===== src/rtl/cmd_phy_pkg.sv =====
// cmd_phy_pkg: shared state encoding and defaults
// for the SD host CMD physical-layer controller.
package cmd_phy_pkg;

  localparam int RESP_LONG_W_D  = 136;
  localparam int RESP_SHORT_W_D = 48;
  localparam int TIMEOUT_D      = 64;
  localparam int NCC_D          = 2;
  localparam int MAX_RETRIES_D  = 1;

  localparam int I_IDLE    = 0;
  localparam int I_LOAD    = 1;
  localparam int I_SEND    = 2;
  localparam int I_TURN    = 3;
  localparam int I_WAIT    = 4;
  localparam int I_DELIVER = 5;
  localparam int I_ACK     = 6;

  typedef enum logic [6:0] {
    S_IDLE    = 7'b0000001,
    S_LOAD    = 7'b0000010,
    S_SEND    = 7'b0000100,
    S_TURN    = 7'b0001000,
    S_WAIT    = 7'b0010000,
    S_DELIVER = 7'b0100000,
    S_ACK     = 7'b1000000
  } state_e;

  function automatic int timer_w(int a, int b);
    int m;
    m = (a > b) ? a : b;
    return $clog2(m + 1);
  endfunction

endpackage


===== src/rtl/cmd_phy_if.sv =====
// cmd_phy_if: CMD engine <-> PHY controller
// strobe/ack handshake bundle.
interface cmd_phy_if #(
  parameter int RESP_LONG_W = 136
);
  logic                   strobe_in;
  logic                   ack_in;
  logic                   idle_in;
  logic                   no_response;
  logic                   long_response;
  logic                   ack_out;
  logic                   strobe_out;
  logic                   command_timeout;
  logic [RESP_LONG_W-1:0] response;
  logic [2:0]             retries_used;

  modport master (
    output strobe_in, ack_in, idle_in,
    output no_response, long_response,
    input  ack_out, strobe_out,
    input  command_timeout, response,
    input  retries_used
  );

  modport slave (
    input  strobe_in, ack_in, idle_in,
    input  no_response, long_response,
    output ack_out, strobe_out,
    output command_timeout, response,
    output retries_used
  );
endinterface


===== src/rtl/cmd_phy_timer.sv =====
// cmd_phy_timer: up-counter with clear and
// terminal-count compare for TURN / WAIT_RESP.
module cmd_phy_timer #(
  parameter int W = 7
) (
  input  logic         clk,
  input  logic         reset,
  input  logic         clear,
  input  logic         en,
  input  logic [W-1:0] term,
  output logic         tc
);
  logic [W-1:0] cnt;

  always_ff @(posedge clk) begin
    if (reset || clear) cnt <= '0;
    else if (en)        cnt <= cnt + 1'b1;
  end

  assign tc = (cnt == term);
endmodule


===== src/rtl/cmd_phy_controller.sv =====
// cmd_phy_controller: sequences CMD transmit,
// pad turnaround, response receive/retry, delivery.
module cmd_phy_controller
  import cmd_phy_pkg::*;
#(
  parameter int RESP_LONG_W    = RESP_LONG_W_D,
  parameter int RESP_SHORT_W   = RESP_SHORT_W_D,
  parameter int TIMEOUT_CYCLES = TIMEOUT_D,
  parameter int NCC_CYCLES     = NCC_D,
  parameter int MAX_RETRIES    = MAX_RETRIES_D
) (
  input  logic                   sd_clock,
  input  logic                   reset,
  cmd_phy_if.slave               eng,
  input  logic [RESP_LONG_W-1:0] pad_response,
  input  logic                   reception_complete,
  input  logic                   transmission_complete,
  output logic                   load_send,
  output logic                   enable_pts_wrapper,
  output logic                   enable_stp_wrapper,
  output logic                   stp_long,
  output logic                   reset_wrapper,
  output logic                   pad_state,
  output logic                   pad_enable
);
  localparam int TW = timer_w(TIMEOUT_CYCLES, NCC_CYCLES);
  localparam logic [2:0] MAX_R = 3'(MAX_RETRIES);
  localparam logic [RESP_LONG_W-1:0] SHORT_MASK =
    {RESP_LONG_W{1'b1}} >> (RESP_LONG_W - RESP_SHORT_W);

  state_e                 state, state_n;
  logic [RESP_LONG_W-1:0] resp_r;
  logic                   tmo_r, no_resp_r, long_r;
  logic [2:0]             retries_r;
  logic                   accept, cap, retry, tmo;
  logic                   tc;
  logic [TW-1:0]          term;

  assign term = state[I_TURN] ? TW'(NCC_CYCLES - 1)
                              : TW'(TIMEOUT_CYCLES - 1);

  cmd_phy_timer #(.W(TW)) u_timer (
    .clk   (sd_clock),
    .reset (reset),
    .clear (state_n != state),
    .en    (state[I_TURN] | state[I_WAIT]),
    .term  (term),
    .tc    (tc)
  );

  always_comb begin
    state_n            = state;
    accept             = 1'b0;
    cap                = 1'b0;
    retry              = 1'b0;
    tmo                = 1'b0;
    load_send          = 1'b0;
    enable_pts_wrapper = 1'b0;
    enable_stp_wrapper = 1'b0;
    stp_long           = 1'b0;
    reset_wrapper      = 1'b0;
    pad_state          = 1'b0;
    pad_enable         = 1'b0;
    eng.strobe_out     = 1'b0;
    eng.ack_out        = 1'b0;
    unique case (1'b1)
      state[I_IDLE]: begin
        reset_wrapper = 1'b1;
        if (eng.strobe_in && !eng.idle_in) begin
          accept  = 1'b1;
          state_n = S_LOAD;
        end
      end
      state[I_LOAD]: begin
        enable_pts_wrapper = 1'b1;
        pad_state          = 1'b1;
        pad_enable         = 1'b1;
        state_n            = S_SEND;
      end
      state[I_SEND]: begin
        enable_pts_wrapper = 1'b1;
        pad_state          = 1'b1;
        pad_enable         = 1'b1;
        load_send          = 1'b1;
        if (transmission_complete)
          state_n = no_resp_r ? S_DELIVER : S_TURN;
      end
      state[I_TURN]: begin
        if (tc) state_n = S_WAIT;
      end
      state[I_WAIT]: begin
        enable_stp_wrapper = 1'b1;
        stp_long           = long_r;
        // reception wins over a coincident timeout
        if (reception_complete) begin
          cap     = 1'b1;
          state_n = S_DELIVER;
        end else if (tc) begin
          if (retries_r < MAX_R) begin
            retry   = 1'b1;
            state_n = S_LOAD;
          end else begin
            tmo     = 1'b1;
            state_n = S_DELIVER;
          end
        end
      end
      state[I_DELIVER]: begin
        eng.strobe_out = 1'b1;
        if (eng.ack_in) state_n = S_ACK;
      end
      state[I_ACK]: begin
        eng.ack_out = 1'b1;
        state_n     = S_IDLE;
      end
      default: state_n = S_IDLE;
    endcase
    if (eng.idle_in && !state[I_IDLE] && !state[I_ACK]) begin
      state_n = S_IDLE;
      cap     = 1'b0;
      retry   = 1'b0;
      tmo     = 1'b0;
    end
  end

  always_ff @(posedge sd_clock) begin
    if (reset) begin
      state     <= S_IDLE;
      resp_r    <= '0;
      tmo_r     <= 1'b0;
      retries_r <= 3'd0;
      no_resp_r <= 1'b0;
      long_r    <= 1'b0;
    end else begin
      state <= state_n;
      if (accept) begin
        no_resp_r <= eng.no_response;
        long_r    <= eng.long_response;
        resp_r    <= '0;
        tmo_r     <= 1'b0;
        retries_r <= 3'd0;
      end
      if (cap)
        resp_r <= long_r ? pad_response
                         : (pad_response & SHORT_MASK);
      if (retry) retries_r <= retries_r + 3'd1;
      if (tmo) begin
        tmo_r  <= 1'b1;
        resp_r <= '0;
      end
    end
  end

  assign eng.response        = resp_r;
  assign eng.command_timeout = tmo_r;
  assign eng.retries_used    = retries_r;
endmodule


===== src/flat_wrapper.sv =====
// flat-port wrapper written by rule: the top's interface ports become plain ports
module cmd_phy_controller_flat import cmd_phy_pkg::*;
#(
  parameter int RESP_LONG_W    = RESP_LONG_W_D,
  parameter int RESP_SHORT_W   = RESP_SHORT_W_D,
  parameter int TIMEOUT_CYCLES = TIMEOUT_D,
  parameter int NCC_CYCLES     = NCC_D,
  parameter int MAX_RETRIES    = MAX_RETRIES_D
)
  (sd_clock, reset, pad_response, reception_complete, transmission_complete, load_send, enable_pts_wrapper, enable_stp_wrapper, stp_long, reset_wrapper, pad_state, pad_enable, eng_strobe_in, eng_ack_in, eng_idle_in, eng_no_response, eng_long_response, eng_ack_out, eng_strobe_out, eng_command_timeout, eng_response, eng_retries_used);
  cmd_phy_if #(.RESP_LONG_W(RESP_LONG_W)) eng_i ();
  input  logic sd_clock;
  input  logic reset;
  input  logic [RESP_LONG_W-1:0] pad_response;
  input  logic reception_complete;
  input  logic transmission_complete;
  output logic load_send;
  output logic enable_pts_wrapper;
  output logic enable_stp_wrapper;
  output logic stp_long;
  output logic reset_wrapper;
  output logic pad_state;
  output logic pad_enable;
  input wire logic [$bits(eng_i.strobe_in)-1:0] eng_strobe_in;
  input wire logic [$bits(eng_i.ack_in)-1:0] eng_ack_in;
  input wire logic [$bits(eng_i.idle_in)-1:0] eng_idle_in;
  input wire logic [$bits(eng_i.no_response)-1:0] eng_no_response;
  input wire logic [$bits(eng_i.long_response)-1:0] eng_long_response;
  output wire logic [$bits(eng_i.ack_out)-1:0] eng_ack_out;
  output wire logic [$bits(eng_i.strobe_out)-1:0] eng_strobe_out;
  output wire logic [$bits(eng_i.command_timeout)-1:0] eng_command_timeout;
  output wire logic [$bits(eng_i.response)-1:0] eng_response;
  output wire logic [$bits(eng_i.retries_used)-1:0] eng_retries_used;
  assign eng_i.strobe_in = eng_strobe_in;
  assign eng_i.ack_in = eng_ack_in;
  assign eng_i.idle_in = eng_idle_in;
  assign eng_i.no_response = eng_no_response;
  assign eng_i.long_response = eng_long_response;
  assign eng_ack_out = eng_i.ack_out;
  assign eng_strobe_out = eng_i.strobe_out;
  assign eng_command_timeout = eng_i.command_timeout;
  assign eng_response = eng_i.response;
  assign eng_retries_used = eng_i.retries_used;
  cmd_phy_controller #(.RESP_LONG_W(RESP_LONG_W), .RESP_SHORT_W(RESP_SHORT_W), .TIMEOUT_CYCLES(TIMEOUT_CYCLES), .NCC_CYCLES(NCC_CYCLES), .MAX_RETRIES(MAX_RETRIES)) u_core (.sd_clock(sd_clock), .reset(reset), .eng(eng_i), .pad_response(pad_response), .reception_complete(reception_complete), .transmission_complete(transmission_complete), .load_send(load_send), .enable_pts_wrapper(enable_pts_wrapper), .enable_stp_wrapper(enable_stp_wrapper), .stp_long(stp_long), .reset_wrapper(reset_wrapper), .pad_state(pad_state), .pad_enable(pad_enable));
endmodule

===== config.mk =====
export PLATFORM = sky130hd
export DESIGN_NAME = cmd_phy_controller_flat
export DESIGN_NICKNAME = d
export VERILOG_FILES = /design/src/rtl/cmd_phy_pkg.sv /design/src/rtl/cmd_phy_if.sv /design/src/rtl/cmd_phy_timer.sv /design/src/rtl/cmd_phy_controller.sv /design/src/flat_wrapper.sv
export SDC_FILE = /design/constraint.sdc
export NUM_CORES = 1
export LEC_CHECK = 0
export CAP_MARGIN = 5
export CORE_ASPECT_RATIO = 1.75
export CORE_MARGIN = 5
export CORE_UTILIZATION = 41
export CTS_BUF_LIST = sky130_fd_sc_hd__clkbuf_4
export DETAILED_ROUTE_END_ITERATION = 6
export PLACE_DENSITY = 0.82
export SETUP_SLACK_MARGIN = 0.4
export SYNTH_ARGS = -nofsm -noshare
export SYNTH_HDL_FRONTEND = slang
export SYNTH_SLANG_ARGS = --single-unit

===== constraint.sdc =====
create_clock -name sd_clock -period 2.25 [get_ports sd_clock]
set_clock_uncertainty 0.05 [all_clocks]
set_input_delay 0.45 -clock sd_clock [delete_from_list [all_inputs] [get_ports sd_clock]]
set_output_delay 0.45 -clock sd_clock [all_outputs]
set_load 0.1 [all_outputs]

==> metrics.yaml, run 1 <==
cp_data_arrival_time_ns: 2.35
worstMarginPinSlew_ns: 0.549
p_int_w: 0.00374
crit_path_end_kind: "flip-flop"
worstPathRequired_ns: 2.62
hold_path_class: "input port to flip-flop"
layout-drive-gt1-share: 0.427
cts_tree: "yes"
powerDensity_nw_per_um2: 493
worstSetupPathDepth: 7
ff2ff_setup_slack_ns: 0.31
first_global_vias: 5673
vias: 6409
syn2layout_area_growth_pct: 79.9
yosys_warnings: 0
rr_startpoint: "u_core.state[5]"
worstPathMaxFanout: 16
num_rows: 57
whs_ns: 0.401
synthFlopType: "dfxtp_1"
antenna_found_initial: 1
gp_congestion: 0.908
grt-ovfl-total: 0
grt_max_degree: 53
endpoint: "u_core.eng.response[56]"
cpMaxStageDelayCell: "clkdlybuf4s50_1"
firstDrtPassIters: 5
nNetsFinal: 1120
path_cells: "clkdlybuf4s50_1 -> or3b_1 -> and3_4 -> and2_4 -> buf_4 -> a22oi_1 -> nor2_1"
synth-seq-area-share: 0.541
p_leak_nw: 3.86
max_stage_delay_ns: 0.53
clock.fmax_ghz: 0.505
cp_top_family: "simple AND/OR/NAND/NOR gates"
pwr-share-seq: 0.540
period_minus_slack_ns: 1.98
ys_ff_latch: 156
core_region_area_um2: 13800
antenna_left: 0
slew_headroom: 0.634
multiInputGateArea_um2: 3160
clock_path_buffers: 2
via_per_inst: 5.51
p_sw_frac: 0.269
num_io_pins: 294
die_y_um: 167
critical_path.startpoint_type: "input port"
rsz0062_at_grt: "yes"
p_switching_w: 0.00138
crit_path_start: "eng_idle_in"
dieArea_um2: 16600
synth_nets: 795
nFillCells: 933
drtIter0Drc: 332
max_cap_viol_count: 0
vdd_ir_drop_max_mv: 0.385
setup_viol: 0
hold_viol: 0
grt_pass1_wl_um: 30800
syn_area_per_cell_um2: 8.91
synth-edff-count: 0
finalCritPeriodShare: 0.880
insertion_delay_ns: 0.53
ff2ff_path_depth: 7
hold_buffers: 0
numCtsBuffers: 17
synth_cells: 648
drt_wl_total_um: 23800
comb_power_share: 0.134
drc: 0
clockPowerShare: 0.325
grt_use_total: 0.232
die_w_um: 99.7
avgRoutedWirePerCell_um: 20.4
cts.clk_slew.worst_paths_ns: 0.15
async_reset_ff_frac: 0
start_util: 0.417
cp.buffers_inverters: 2
clock-root-buffer: "clkbuf_4"
dp_hpwl_um: 14500
port_buffers: 293
clock-sinks: 156
yosys.cell_types.count: 49
drv_slew: 0
regArea_um2: 3160
worstSetupPathType: "input port to flip-flop"
timing.rr.end: "u_core.u_timer.cnt[2]"
tns_ns: 0
syn_area_um2: 5770
outcome: "completed"
h-tree-depth: 4
power by group through the flow:
| stage | clock, W | combinational [W] | sequential [W] |
|---|---|---|---|
| 6_report | 0.00166 | 0.000688 | 0.00277 |
| 5_1_grt | 0.00184 | 0.000718 | 0.00277 |
| 4_1_cts | 0.00171 | 0.000524 | 0.00277 |
| 3_5_place_dp | 0 | 0.000499 | 0.00283 |
| 3_3_place_gp | 0 | 0.000498 | 0.00283 |
| 2_1_floorplan | 0 | 0.000161 | 0.00284 |
layout by cell type (no fill, tap or decap), drive strengths merged, types with 2 or more instances in the layout:
| cell type | netlist | layout |
|---|---|---|
| buf | 33 | 207 |
| dfxtp | 156 | 156 |
| clkdlybuf4s50 | 0 | 144 |
| nor2 | 104 | 104 |
| a22oi | 90 | 90 |
| nand2 | 60 | 60 |
| a21oi | 57 | 57 |
| nand3 | 51 | 51 |
| clkbuf | 23 | 29 |
| nor3 | 10 | 10 |
| inv | 4 | 10 |
| o21ai | 7 | 7 |
| xor2 | 4 | 4 |
| clkinvlp | 0 | 4 |
| o211ai | 3 | 3 |
| nand4 | 3 | 3 |
| or2 | 3 | 3 |
| nor2b | 3 | 3 |
| nor3b | 3 | 3 |
| and2 | 2 | 2 |
| nand2b | 2 | 2 |
| a31oi | 2 | 2 |
| o21a | 2 | 2 |
| mux2 | 2 | 2 |
| xnor2 | 2 | 2 |
| ha | 2 | 2 |
| clkinv | 0 | 2 |
| o221ai | 2 | 2 |
| and3 | 2 | 2 |
worst min path at each step:
stage	startpoint	endpoint	slack, ns	depth (start not counted)
5_1_grt	pad_response[2]	u_core.eng.response[2]	0.35	3
3_3_place_gp	u_core.eng.response[10]	u_core.eng.response[10]	0.40	2
2_1_floorplan	u_core.long_r	u_core.long_r	0.40	2
4_1_cts	pad_response[14]	u_core.eng.response[14]	0.33	3
3_5_place_dp	u_core.eng.response[4]	u_core.eng.response[4]	0.41	2
6_report	pad_response[14]	u_core.eng.response[14]	0.40	3
sequential cells by signal (all words and copies together) (netlist names):
register and count:
u_core.no_resp_r 1, u_core.state 7, u_core.eng.command_timeout 1, u_core.long_r 1, u_core.eng.retries_used 3, u_core.eng.response 136
u_core.u_timer.cnt 7
cells by family after synthesis:
group	synth area share
AOI/OAI and AO/OA	0.196
xor gates and xnor gates	0.00911
adders and majority gates	0.00434
buffers and inverters	0.0497
DFF	0.541
muxes	0.00564
and+or+nand+nor	0.194
layer usage:
layer / routed length (um) / global-route usage
met2: 13300 / 0.422
met5: 0 / 0
met1: 8090 / 0.261
met4: 930 / 0.0880
met3: 1410 / 0.0469
per-stage QoR:
stage | total power, W | worst slack (ns) | utilization | area [um2] | cells
after floorplan | 0.00300 | 0.120 | - | 6010 | 648
after global placement | 0.00333 | -0.161 | 0.635 | 8780 | 1093
after detailed placement | 0.00333 | -0.244 | 0.635 | 8780 | 1093
after CTS | 0.00500 | 0.304 | 0.667 | 9230 | 1132
after global routing | 0.00532 | 0.209 | 0.750 | 10400 | 1163
final | 0.00512 | 0.269 | 0.750 | 10400 | 1163
what timing repair did:
action                                  in CTS  in global routing
buffers inserted                             8                 10
resized for setup                           31                177
endpoints found under the setup margin     146                148
pin swaps                                    4                 51
cloned                                       0                 20
worst register-to-register path, delay by kind of cell, from the launching register on:
| family | cells | cell delay (ns) |
|---|---|---|
| AND/OR/NAND/NOR | 3 | 0.84 |
| flip-flops | 1 | 0.39 |
| AO/OA/AOI/OAI | 3 | 0.39 |
| buffers and inverters | 1 | 0.18 |
cell type report:
type | instances | area share
Antenna cell | 1 | 0.000241
Clock buffer | 18 | 0.0130
Clock inverter | 13 | 0.0130
Inverter | 4 | 0.00145
Multi-Input combinational cell | 432 | 0.304
Sequential cell | 156 | 0.305
Tap cell | 177 | 0.0213
Timing Repair Buffer | 362 | 0.342
cell usage after synthesis (2+ instances only):
cell type	instances	area, um2
nor3_1	10	50.1
nand2_1	60	225
nand2b_1	2	12.5
dfxtp_1	156	3120
clkbuf_1	23	86.3
a21oi_1	57	285
xor2_1	4	35.0
buf_2	19	95.1
ha_1	2	25.0
a31oi_1	2	12.5
or2_2	3	18.8
inv_1	4	15.0
nand3_1	51	255
o21ai_0	7	35.0
nor2b_1	3	18.8
buf_1	8	30.0
o21a_1	2	15.0
mux2_2	2	22.5
nor3b_1	3	22.5
buf_4	2	15.0
o211ai_1	3	22.5
a22oi_1	90	676
nor2_1	102	383
xnor2_1	2	17.5
buf_6	4	45.0
nand4_1	3	18.8
and2_1	2	12.5
(Power assumes the default switching activity.)
==> inputs of run 2 (changes only) <==
CORE_MARGIN = 2   (was 5)
==> run 2 against run 1 <==
  * Sequential power barely moved
  * Clock power is 7% lower
  * Total power decreased by 1.9%
  * Critical path depth did not move
  * Via count is 1.5% higher
  * Setup slack worse by 0.17 ns
  * Sequential share of layout area fell by 0.55 points
  * Fmax is 7.7% lower
  * Highest routed layer unchanged
==> metrics.yaml, run 2 (synthesis results as in run 1) <==
die_w_um: 93.7
hold_path_class: "input port to flip-flop"
die_y_um: 161
nFillCells: 894
firstDrtPassIters: 5
antenna_left: 0
cp_data_arrival_time_ns: 2.52
clock-root-buffer: "clkbuf_4"
clock-sinks: 156
hold_viol: 0
core_region_area_um2: 13800
crit_path_end_kind: "flip-flop"
ff2ff_setup_slack_ns: 0.10
whs_endpoint: "u_core.eng.response[13]"
critical_path.startpoint_type: "flip-flop"
drc: 0
drtIter0Drc: 404
layout-drive-gt1-share: 0.448
avgRoutedWirePerCell_um: 20.8
hp-start: "pad_response[13]"
gp_congestion: 0.921
grt_max_degree: 53
powerDensity_nw_per_um2: 475
max_cap_viol_count: 0
nNetsFinal: 1124
clock_path_buffers: 2
drt_wl_total_um: 24300
worstPathRequired_ns: 2.62
multiInputGateArea_um2: 3300
cts_tree: "yes"
ff2ff_path_depth: 7
syn2layout_area_growth_pct: 83.2
vias: 6507
start_util: 0.417
worstMarginPinSlew_ns: 0.565
first_global_vias: 5774
insertion_delay_ns: 0.52
max_stage_delay_ns: 0.55
regArea_um2: 3160
drv_slew: 0
num_io_pins: 294
slew_headroom: 0.623
grt_pass1_wl_um: 30400
rsz0062_at_grt: "yes"
final_area_um2: 10600
path_cells: "or4_4 -> o211ai_1 -> a21oi_1 -> nor4_1 -> o211ai_1 -> buf_4 -> nor3_1"
vdd_ir_drop_max_mv: 0.495
grt_use_total: 0.255
post_dp_cell_area_um2: 8800
min_path_cells: 3
crit_top_cell: "o211ai_1"
grt-ovfl-total: 0
setup_viol: 0
num_rows: 57
fin_total_pwr_w: 0.00502
rr_startpoint: "u_core.state[1]"
final_common_cell: "buf_4"
dp_hpwl_um: 14000
via_per_inst: 5.58
h-tree-depth: 4
dieArea_um2: 15100
clock.fmax_ghz: 0.466
cp.buffers_inverters: 1
port_buffers: 293
cp_top_family: "simple AND/OR/NAND/NOR gates"
worstSetupPathType: "flip-flop to flip-flop"
worstPathMaxFanout: 7
numCtsBuffers: 17
p_leak_nw: 3.86
cpMaxStageDelayCell: "or4_4"
final_cell_mix: "182 x buf_4, 144 x clkdlybuf4s50_1, 143 x dfxtp_1"
period_minus_slack_ns: 2.15
timing.rr.end: "u_core.u_timer.cnt[2]"
outcome: "completed"
antenna_found_initial: 1
largest_reg_flops: 136
cts.clk_slew.worst_paths_ns: 0.15
finalCritPeriodShare: 0.954
run 2: cell count changes in the layout (fill, tap and decap cells not counted), moves of 6 or more:
cell,before,now
a21oi_1,19,9
nor3_1,2,8
nor3_2,8,2
a22oi_1,39,45
a22oi_2,51,45
nor2_4,37,58
buf_4,176,182
a21oi_2,38,47
nor2_1,60,38
run 2: layer usage:
metal	part of all wire	track usage	vias up	wire length (um)
met2	0.54	0.444	305	13100
met5	0	0	-	0
met3	0.052	0.0483	96	1270
li1	-	-	2943	-
met4	0.058	0.130	0	1400
met1	0.35	0.291	3163	8460
run 2: cell type report:
cell class	count	area share
inverters	4	0.00142
repair buffers	366	0.344
multi-input cells	432	0.312
clock inverters	14	0.0105
flip-flops and latches	156	0.299
well taps	177	0.0209
diodes	1	0.000237
clock buffers	17	0.0121
run 2: through the flow:
step | std cells | hold slack [ns] | TNS (ns) | setup slack, ns | utilization
after detailed placement | 1095 | 0.409 | -21.16 | -0.229 | 0.636
after floorplan | 648 | 0.395 | 0 | 0.120 | -
after CTS | 1140 | 0.347 | 0 | 0.316 | 0.671
after global placement | 1095 | 0.403 | -15.81 | -0.244 | 0.636
after global routing | 1167 | 0.357 | -0.0499 | -0.0499 | 0.764
final | 1167 | 0.405 | 0 | 0.104 | 0.764
run 2: tightest hold or removal path: cells and delay by family:
family	cells	cell delay (ns)
buffers and inverters	1	0.40
AOI/OAI and AO/OA	1	0.04
and+or+nand+nor	1	0.07
run 2: timing repair:
item	4_1_cts	5_1_grt
setup endpoints to repair	144	150
pin swaps	4	83
cloned	2	18
hold buffers	0	0
setup buffers	12	8
resized for setup	26	219
run 2: worst max-delay path by stage:
stage | startpoint | to | slack [ns] | depth (start not counted)
2_1_floorplan | u_core.state[6] | u_core.eng.response[60] | 0.12 | 10
6_report | u_core.state[1] | u_core.u_timer.cnt[2] | 0.10 | 7
3_3_place_gp | eng_idle_in | u_core.u_timer.cnt[4] | -0.24 | 7
3_5_place_dp | eng_idle_in | u_core.u_timer.cnt[2] | -0.23 | 7
4_1_cts | u_core.state[1] | u_core.u_timer.cnt[5] | 0.32 | 7
5_1_grt | u_core.state[1] | u_core.u_timer.cnt[2] | -0.05 | 7
run 2: power breakdown:
group / switching [W] / internal, W
combinational: 0.000310 / 0.000403
sequential: 0.00000731 / 0.00276
clock: 0.00109 / 0.000450
==> inputs of run 3 (changes only) <==
ABC_AREA = 1   (was not set)
CAP_MARGIN = 10   (was 5)
CORE_UTILIZATION = 43   (was 41)
GPL_ROUTABILITY_DRIVEN = 0   (was not set)
==> run 3 against run 2 <==
  * Critical path depth shrank 4
  * Critical path type is now flip-flop to primary output
  * Sequential share of layout area grew 2.4 points
  * Total power shrank 1.2%
  * Highest routed layer unchanged
  * Routed wire length shrank 9.3%
==> metrics.yaml, run 3 <==
pwr-share-seq: 0.559
final_common_cell: "nand3_1"
worstSetupPathDepth: 3
comb_power_share: 0.123
core_region_area_um2: 15200
syn_area_um2: 6630
p_sw_frac: 0.284
slew_headroom: 0.736
synth.largest_area_cell: "dfxtp_1"
worstPathRequired_ns: 1.75
clockPowerShare: 0.318
nNetsFinal: 1208
yosys-top-cells-area: "dfxtp_1 47%, nand3_1 15%, a21oi_1 11%"
final_cell_mix: "196 x nand3_1, 164 x buf_4, 144 x a21oi_1, 144 x clkdlybuf4s50_1, 141 x dfxtp_1"
yosysMostFrequentCell: "nand3_1"
outcome: "completed"
rr_startpoint: "u_core.state[2]"
cp.buffers_inverters: 2
synth-edff-count: 0
synth-seq-area-share: 0.471
synth_nets: 951
max_stage_delay_ns: 0.39
ff2ff_path_depth: 12
setup_viol: 0
cp_top_family: "flip-flops"
drc: 0
clock-root-buffer: "clkbuf_4"
antenna_found_initial: 1
avgRoutedWirePerCell_um: 17.5
crit_path_end_kind: "primary output"
die_w_um: 97.9
tns_ns: 0
whs_endpoint: "u_core.long_r"
period_minus_slack_ns: 1.90
num_rows: 60
p_switching_w: 0.00141
die_y_um: 168
hp-start: "eng_long_response"
dp_hpwl_um: 14800
drtIter0Drc: 462
insertion_delay_ns: 0.51
layout-drive-gt1-share: 0.257
async_reset_ff_frac: 0
num_io_pins: 294
via_per_inst: 5.62
hold_path_class: "input port to flip-flop"
numCtsBuffers: 17
vias: 7083
syn2layout_area_growth_pct: 47.1
drv_slew: 0
grt_pass1_wl_um: 34400
ff2ff_setup_slack_ns: 0.45
fin_total_pwr_w: 0.00496
worstSetupPathType: "flip-flop to primary output"
cp_data_arrival_time_ns: 1.40
vdd_ir_drop_max_mv: 0.394
h-tree-depth: 4
clock_path_buffers: 2
antenna_left: 0
yosysTopAreaCellShare: 0.471
nFillCells: 1271
max_cap_viol_count: 0
cts.clk_slew.worst_paths_ns: 0.15
finalCritPeriodShare: 0.846
dieArea_um2: 16500
yosys.cell_types.count: 33
cpMaxStageDelayCell: "dfxtp_4"
cts_tree: "yes"
grt_max_degree: 79
port_buffers: 293
p_leak_nw: 3.67
synthFlopType: "dfxtp_1"
critical_path.startpoint_type: "flip-flop"
worstMarginPinSlew_ns: 0.396
start_util: 0.435
ys_ff_latch: 156
min_path_cells: 3
grt_use_total: 0.251
yosys_warnings: 0
drt_wl_total_um: 22000
firstDrtPassIters: 5
path_cells: "nor2_4 -> clkinvlp_4 -> buf_6"
p_int_w: 0.00355
rsz0062_at_grt: "yes"
clock-sinks: 156
powerDensity_nw_per_um2: 509
timing.rr.end: "u_core.u_timer.cnt[4]"
hold_viol: 0
grt-ovfl-total: 0
clock.fmax_ghz: 0.526
largest_reg_flops: 136
first_global_vias: 6876
synth_common_cells: "196 x nand3_1, 156 x dfxtp_1, 144 x a21oi_1"
synth_cells: 804
worstPathMaxFanout: 3
hold_buffers: 0
syn_area_per_cell_um2: 8.24
run 3: cell count changes after synthesis, sizes merged, moves of 6 or more:
cell    delta
a21oi     +87
a22oi     -90
buf        +6
clkbuf    +26
inv       +22
nand2     -16
nand3    +151
nand4     +91
nor2      -83
run 3: final cells by class:
cell class,count,area (um2),area share
flip-flops and latches,156,3150,0.324
clock inverters,15,128,0.0131
diodes,1,2.50,0.000257
repair buffers,326,3020,0.310
well taps,186,233,0.0239
multi-input cells,534,2970,0.305
inverters,26,113,0.0116
clock buffers,17,128,0.0131
run 3: cells by family after synthesis:
kind of cell	share of synthesized area
and+or+nand+nor	0.314
xor gates and xnor gates	0.00925
DFF	0.471
adders and majority gates	0.00378
AOI/OAI and AO/OA	0.118
buffers and inverters	0.0836
run 3: how the worst max path moves through the flow:
stage	start	to	slack, ns
final	u_core.state[1]	pad_enable	0.35
after global routing	u_core.state[1]	enable_pts_wrapper	0.23
after global placement	eng_idle_in	u_core.u_timer.cnt[6]	0.08
after CTS	u_core.state[1]	enable_pts_wrapper	0.32
after floorplan	u_core.state[2]	pad_enable	0.31
after detailed placement	eng_idle_in	u_core.u_timer.cnt[4]	0.08
run 3: routing by layer:
layer  up-vias  track usage  share of wire
li1       3403            -              -
met1      3340        0.299           0.37
met2       276        0.430           0.52
met3        64       0.0498          0.058
met4         0        0.119          0.048
met5         -            0              0
run 3: worst register-to-register path: stages, from the launching register on:
cell and delay [ns]:
dfxtp_4 0.41, nor2_4 0.05, buf_4 0.12, buf_4 0.12, nand4_2 0.07, nand2_1 0.09, inv_2 0.09, nand3_1 0.10
nor2_2 0.14, nand2_2 0.08, nor2_4 0.12, nand2_4 0.10, nor3_2 0.17
run 3: per-stage QoR:
stage | instances | utilization | setup slack [ns] | instance area (um2) | hold WS [ns]
6_report | 1261 | 0.640 | 0.347 | 9750 | 0.425
5_1_grt | 1261 | 0.640 | 0.226 | 9750 | 0.389
4_1_cts | 1254 | 0.634 | 0.315 | 9660 | 0.385
3_5_place_dp | 1219 | 0.614 | 0.0766 | 9350 | 0.412
3_3_place_gp | 1219 | 0.614 | 0.0801 | 9350 | 0.405
2_1_floorplan | 804 | - | 0.307 | 6680 | 0.393
run 3: power groups by stage:
stage	registers [W]	clock network [W]	logic [W]
floorplan	0.00285	0	0.000245
global placement	0.00284	0	0.000580
detailed placement	0.00284	0	0.000581
CTS	0.00278	0.00163	0.000598
global route	0.00278	0.00174	0.000652
finish	0.00277	0.00158	0.000613
run 3: timing repair:
| action | CTS | global route |
|---|---|---|
| endpoints found under the setup margin | 102 | 22 |
| gates cloned | 0 | 1 |
| buffers inserted | 3 | 5 |
| resized for setup | 10 | 10 |
| pin swaps | 0 | 3 |
| endpoints found under the hold margin | 0 | 0 |
